File: config.mk
export PLATFORM = sky130hd
export DESIGN_NAME = down_counter_preset_flat
export DESIGN_NICKNAME = d
export VERILOG_FILES = /design/src/rtl/down_counter_preset_pkg.sv /design/src/rtl/down_counter_preset_if.sv /design/src/rtl/down_counter_preset.sv /design/src/flat_wrapper.sv
export SDC_FILE = /design/constraint.sdc
export NUM_CORES = 1
export LEC_CHECK = 0
export CAP_MARGIN = 10
export CORE_UTILIZATION = 30
export CTS_CLUSTER_DIAMETER = 50
export DETAILED_ROUTE_END_ITERATION = 10
export DONT_BUFFER_PORTS = 1
export GPL_TIMING_DRIVEN = 0
export SYNTH_ARGS = -nofsm -noshare
export SYNTH_HDL_FRONTEND = slang
export SYNTH_SLANG_ARGS = --single-unit
File: constraint.sdc
create_clock -name clk -period 2.5 [get_ports clk]
set_input_delay 0.75 -clock clk [delete_from_list [all_inputs] [get_ports clk]]
set_output_delay 0.75 -clock clk [all_outputs]
set_load 0.05 [all_outputs]
File: src/rtl/down_counter_preset_pkg.sv
// Shared encodings for the presettable down counter: FSM states and reload modes.
package down_counter_preset_pkg;

  typedef enum logic [1:0] {
    ST_IDLE  = 2'd0,
    ST_COUNT = 2'd1,
    ST_DONE  = 2'd2
  } state_t;

  localparam logic MODE_ONESHOT = 1'b0;
  localparam logic MODE_RELOAD  = 1'b1;

endpackage

File: src/rtl/down_counter_preset_if.sv
// Control/status bundle of the down counter; master drives controls, slave is the counter.
interface down_counter_preset_if #(
  parameter int WIDTH = 4
);

  logic [WIDTH-1:0] d_in;
  logic             load;
  logic             en_p;
  logic             en_t;
  logic             mode;
  logic             oe;
  logic [WIDTH-1:0] q;
  logic [WIDTH-1:0] q_out;
  logic             bo;
  logic             tc_pulse;
  logic             busy;

  modport master (
    output d_in, load, en_p, en_t, mode, oe,
    input  q, q_out, bo, tc_pulse, busy
  );

  modport slave (
    input  d_in, load, en_p, en_t, mode, oe,
    output q, q_out, bo, tc_pulse, busy
  );

endinterface

File: src/rtl/down_counter_preset.sv
// Presettable down counter with one-shot / auto-reload modes, lookahead borrow-out
// for cascading, and a registered terminal-count pulse.
module down_counter_preset
  import down_counter_preset_pkg::*;
#(
  parameter int WIDTH = 4
) (
  input  logic                  clk,
  input  logic                  rst,
  down_counter_preset_if.slave  bus
);

  localparam logic [WIDTH-1:0] ONE = {{(WIDTH-1){1'b0}}, 1'b1};

  state_t           state_reg, state_next;
  logic [WIDTH-1:0] q_reg, q_next;
  logic [WIDTH-1:0] reload_reg, reload_next;
  logic             tc_reg, tc_next;
  logic             count_en;
  logic             at_zero;

  assign count_en = bus.en_p & bus.en_t;
  assign at_zero  = (q_reg == '0);

  // Load wins over counting in every state; terminal event is the enabled edge seen at q==0.
  always_comb begin
    state_next  = state_reg;
    q_next      = q_reg;
    reload_next = reload_reg;
    tc_next     = 1'b0;
    if (bus.load) begin
      q_next      = bus.d_in;
      reload_next = bus.d_in;
      state_next  = ST_COUNT;
    end else if (state_reg == ST_COUNT && count_en) begin
      if (!at_zero) begin
        q_next = q_reg - ONE;
      end else begin
        tc_next = 1'b1;
        if (bus.mode == MODE_RELOAD) begin
          q_next = reload_reg;
        end else begin
          state_next = ST_DONE;
        end
      end
    end
  end

  always_ff @(posedge clk) begin
    if (rst) begin
      state_reg  <= ST_IDLE;
      q_reg      <= '0;
      reload_reg <= '0;
    end else begin
      state_reg  <= state_next;
      q_reg      <= q_next;
      reload_reg <= reload_next;
    end
  end

  always_ff @(posedge clk) begin
    if (rst) begin
      tc_reg <= 1'b0;
    end else begin
      tc_reg <= tc_next;
    end
  end

  assign bus.q        = q_reg;
  assign bus.q_out    = bus.oe ? q_reg : '0;
  assign bus.bo       = bus.en_t & at_zero & (state_reg == ST_COUNT);
  assign bus.busy     = (state_reg == ST_COUNT);
  assign bus.tc_pulse = tc_reg;

endmodule
File: src/flat_wrapper.sv
// flat-port wrapper written by rule: the top's interface ports become plain ports
module down_counter_preset_flat import down_counter_preset_pkg::*;
#(
  parameter int WIDTH = 4
)
  (clk, rst, bus_d_in, bus_load, bus_en_p, bus_en_t, bus_mode, bus_oe, bus_q, bus_q_out, bus_bo, bus_tc_pulse, bus_busy);
  down_counter_preset_if #(.WIDTH(WIDTH)) bus_i ();
  input  logic clk;
  input  logic rst;
  input wire logic [$bits(bus_i.d_in)-1:0] bus_d_in;
  input wire logic [$bits(bus_i.load)-1:0] bus_load;
  input wire logic [$bits(bus_i.en_p)-1:0] bus_en_p;
  input wire logic [$bits(bus_i.en_t)-1:0] bus_en_t;
  input wire logic [$bits(bus_i.mode)-1:0] bus_mode;
  input wire logic [$bits(bus_i.oe)-1:0] bus_oe;
  output wire logic [$bits(bus_i.q)-1:0] bus_q;
  output wire logic [$bits(bus_i.q_out)-1:0] bus_q_out;
  output wire logic [$bits(bus_i.bo)-1:0] bus_bo;
  output wire logic [$bits(bus_i.tc_pulse)-1:0] bus_tc_pulse;
  output wire logic [$bits(bus_i.busy)-1:0] bus_busy;
  assign bus_i.d_in = bus_d_in;
  assign bus_i.load = bus_load;
  assign bus_i.en_p = bus_en_p;
  assign bus_i.en_t = bus_en_t;
  assign bus_i.mode = bus_mode;
  assign bus_i.oe = bus_oe;
  assign bus_q = bus_i.q;
  assign bus_q_out = bus_i.q_out;
  assign bus_bo = bus_i.bo;
  assign bus_tc_pulse = bus_i.tc_pulse;
  assign bus_busy = bus_i.busy;
  down_counter_preset #(.WIDTH(WIDTH)) u_core (.clk(clk), .rst(rst), .bus(bus_i));
endmodule
### Word level (Yosys, flattened, before mapping)

Index checks and enable logic that the tools add are counted.

| operators by class | value |
|---|---|
| add/subtract/negate cells | 1 |
| equal/unequal tests | 3 |
| multiplexer cells | 10 |
| bitwise gates (word level) | 5 |
| reduce and logical (&&, ||, !) cells | 9 |

Operators by type and width:

| cell | number |
|---|---|
| 4-bit 2-to-1 mux | 5 |
| 3-bit AND reduction | 2 |
| 1-bit 2-to-1 mux | 5 |
| 4-bit logical NOT | 1 |
| 2-bit nonzero test | 2 |
| 4-bit by 1-bit subtractor with 4-bit output (second input constant) | 1 |
| 1-bit AND | 3 |
| 3-bit inequality test (second input constant) | 1 |
| 3-bit OR reduction | 1 |
| 2-bit by 1-bit equality test with 1-bit output (second input constant) | 1 |
| 2-bit inequality test (second input constant) | 1 |
| 1-bit inverter | 2 |
| 2-bit AND reduction | 1 |
| 2-bit OR reduction | 1 |
| 1-bit logical AND | 1 |

| storage, ports and cells | value |
|---|---|
| register bits after elaboration | 11 |
| bits of input ports | 11 |
| word-level logic and storage cells | 33 |

### Depth between registers and ports, before layout

| depth | value |
|---|---|
| depth after elaboration | 4 |
| mapped depth | 5 |
| mapped depth without buffers | 5 |

### Worst setup path after synthesis

Ideal clock, no wire load.

| timing | value |
|---|---|
| path type | register to output |
| start point | register u_core.q_reg[0] (netlist: u_core.bus.q[0]) |
| end point | output bus_bo |
| data arrival time | 1,734 ps |
| data required time | 1,750 ps |
| slack | 16 ps |
| cell stages (with the launch flop) | 5 |
| buffers on the path | 0 |
| path through | dfxtp_1 -> inv_1 -> ha_1 -> nor3b_1 -> and3_1 |

| between the ends | value |
|---|---|
| cells in the longest elaborated chain, start to end | 3 |

RTL lines:

| what | RTL line | text |
|---|---|---|
| start, declared | down_counter_preset.sv:16 | `logic [WIDTH-1:0] q_reg, q_next;` |
| start signal, assigned | down_counter_preset.sv:56 | `q_reg <= q_next;` |
| 4-bit logical NOT | down_counter_preset.sv:23 | `assign at_zero = (q_reg == '0);` |
| 1-bit AND (2 in a row) | down_counter_preset.sv:71 | `assign bus.bo = bus.en_t & at_zero & (state_reg == ST_COUNT);` |
| end, declared | flat_wrapper.sv:18 | `output wire logic [$bits(bus_i.bo)-1:0] bus_bo;` |

Every way passes these cells.

### Final worst setup path

Ends and elaborated chain as after synthesis.

==> metrics.cfg <==
[sta]
relSlewSlack_pct=49.57
fin_crit_ns=2.373
fin_crit_sh_pct=94.91
rsz0062_at_grt=no
worst_pin_slew_ns=0.7555
skew_ns=0.0007963
final_max_slew_viol_count=0
setup_viol=0
fmax_mhz=421.5
hold_viol=0
holdWs_ns=0.4575

[cts]
clkSlewWorstSetupHoldPaths_ns=0.07
cts_max_level=1
max-clock-path-buffers=2
cts_root_buf=clkbuf_4
cts_buffers=3
cts_hold_buffers=0
cts_tree=done
cts.sinks=11
clock_latency_ns=0.27

[route]
drc=0
drt_first_pass_iters=3
totalWireLength_mm=1.199
vias=474
drt_iter0_drc=11
antenna_left=0
post_drt_wl_per_cell_microns=12.49
vias_per_cell=4.938

[logic_synthesis]
synth_area_per_cell_sq_um=8.891
synth_edf_count=0
syn_area_sq_um=586.8
yosys_warnings=0
synth_ff_type=dfxtp_1
synth_area_leaders=dfxtp_1, mux2i_1, a21oi_1, inv_1, nor2_1
synthArstFlopShare_pct=0
yosysSeqAreaShare_pct=37.53
synth_cell_types=28
synth_top_area_share_pct=37.53
syn-num-nets=78
syn_inst=66
ys_ff_latch=11
yosysTopAreaCell=dfxtp_1

[place]
postPlaceCellArea_sq_um=618.1
dp.cells=91
io_buffers=0
gp_congestion=0.7167

[global_route]
gr-total-overflow=0
grt_pass1_vias=419
antenna_found_initial=0
grt_pass1_wl_mm=1.759
gr-usage-all-layers_pct=12.40
grt_max_degree=11

[cells_and_area]
register_area_sq_um=222.7
area_growth_pct=14.71
utilization_pct=37.75
multiInputGateArea_sq_um=354.1
drive_above_1_share_pct=19.72
diodes=0
final_area_sq_um=673.1
nFillCells=188
finalNonFillerCells=96
nets=84

[power_and_ir_drop]
power_mw=0.4219
powerDensity_nw_per_um2=626.7
p_leak_nw=0.2713
vdd_drop_max_v=0.0002239

[critical_path]
cpPeakStageDelay_ns=0.54
crit_path_end_kind=output port
crit_path_max_fanout=7
critPathKind=register to output port
cp.required_ns=1.75
cp_slowest_cell=dfxtp_2
arrival_ns=1.62
r2r_start=u_core.bus.q[0]$_SDFFE_PP0P_
crit_chain=inv_1 -> ha_1 -> nor3b_4 -> and3_4
reg2regPathDepth=5
crit_start=u_core.bus.q[0]$_SDFFE_PP0P_
r2r-end=u_core.bus.q[1]$_SDFFE_PP0P_
crit_path_start_kind=register
endpoint=bus_bo
r2r_setup_slack_ns=0.64

[floorplanning]
pin_count=22
dieArea_sq_um=2137
rows=15
die_h_microns=46.23
start_util_pct=32.91
core_sq_um=1783
fp.dieW_microns=46.23

[run_status]
status=finished, final reports clean

[hold_path]
hp-class=register to register

[flow_run]
cap_violations=0

-- stage by stage --
stage               setup slack, ns  setup TNS (ns)
finish                       0.1273               0
global route                0.03590               0
CTS                         0.04717               0
detailed placement          -0.2452         -0.2452
global placement            -0.1771         -0.1771
floorplan                   0.01613               0
-- cell usage in the layout, fill, tap and decap left out --
cell type / synthesis / layout
a211oi_1: 1 / 1
a21o_1: 1 / 1
a21oi_1: 5 / 5
a311oi_1: 2 / 2
and2_1: 3 / 3
and2_2: 1 / 1
and3_4: 0 / 1
and3b_2: 1 / 1
and4b_1: 1 / 1
buf_2: 1 / 1
buf_4: 0 / 1
clkbuf_1: 1 / 2
clkbuf_4: 0 / 3
dfxtp_1: 11 / 9
dfxtp_2: 0 / 2
ha_1: 1 / 1
inv_1: 6 / 6
mux2i_1: 5 / 5
nand2_1: 3 / 3
nand4b_1: 1 / 1
nor2_1: 6 / 6
nor2b_1: 3 / 2
nor2b_2: 0 / 1
nor3b_1: 2 / 1
nor3b_4: 0 / 1
nor4_1: 1 / 1
o21a_1: 1 / 1
o21ai_0: 2 / 2
o221a_1: 2 / 2
o311ai_0: 1 / 1
or4_1: 1 / 1
or4b_2: 1 / 1
or4b_4: 1 / 1
-- layout make-up --
class,instances,area share [%]
flip-flops and latches,11,33.09
repair buffers,1,1.115
clock buffers,4,3.903
inverters,6,3.346
plain buffers,2,1.301
multi-input cells,47,52.60
well taps,25,4.647
-- cells in the mapped netlist (2+ instances only) --
library cell   n
a311oi_1       2
inv_1          6
nor2_1         6
o21ai_0        2
and2_1         3
a21oi_1        5
nor2b_1        3
nand2_1        3
o221a_1        2
dfxtp_1       11
nor3b_1        2
mux2i_1        5
-- power breakdown --
part	total [mW]	internal (mW)	switching, mW	leakage (nW)
logic	0.0831	0.0350	0.0482	0.165
registers	0.218	0.186	0.0316	0.0914
clock network	0.121	0.0619	0.0591	0.0150
total	0.422	0.283	0.139	0.271
-- logic make-up (layout without fill, tap and decap cells) --
family / count (synthesis) / after routing / share of synthesized area, %
DFF: 11 / 11 / 37.53
muxes: 5 / 5 / 8.529
buffers and inverters: 8 / 13 / 5.329
AOI/OAI and AO/OA: 15 / 15 / 18.13
adders and majority gates: 1 / 1 / 2.132
and+or+nand+nor: 26 / 26 / 28.36
-- timing repair --
action,in CTS,in global routing
setup buffers,0,1
resized for setup,7,0
gates cloned,0,0
endpoints found under the setup margin,1,1
-- worst min path at each step --
stage,startpoint,endpoint,slack [ns],cells past startpoint
after floorplan,u_core.reload_reg[3]$_SDFFE_PP0P_,u_core.reload_reg[3]$_SDFFE_PP0P_,0.43,2
after global placement,u_core.reload_reg[3]$_SDFFE_PP0P_,u_core.reload_reg[3]$_SDFFE_PP0P_,0.45,2
after detailed placement,u_core.reload_reg[3]$_SDFFE_PP0P_,u_core.reload_reg[3]$_SDFFE_PP0P_,0.45,2
after CTS,u_core.reload_reg[3]$_SDFFE_PP0P_,u_core.reload_reg[3]$_SDFFE_PP0P_,0.46,2
after global routing,u_core.reload_reg[3]$_SDFFE_PP0P_,u_core.reload_reg[3]$_SDFFE_PP0P_,0.50,2
final,u_core.reload_reg[3]$_SDFFE_PP0P_,u_core.reload_reg[3]$_SDFFE_PP0P_,0.46,2
-- worst max-delay path: cells and delay by family, from the launching register on --
| family | cells | cell delay (ns) |
|---|---|---|
| AND/OR/NAND/NOR | 2 | 0.44 |
| flip-flops | 1 | 0.54 |
| buffers and inverters | 1 | 0.10 |
| adder cells (fa/ha/maj) | 1 | 0.26 |
-- routing by layer --
metal / routed length (microns) / global-route usage, % / up-vias
met1: 570 / 14.99 / 203
met3: 102 / 7.843 / 2
met2: 515 / 17.18 / 19
met5: 0 / 0 / -
met4: 10 / 5.294 / 0
li1: - / - / 250
(Power assumes the default switching activity.)
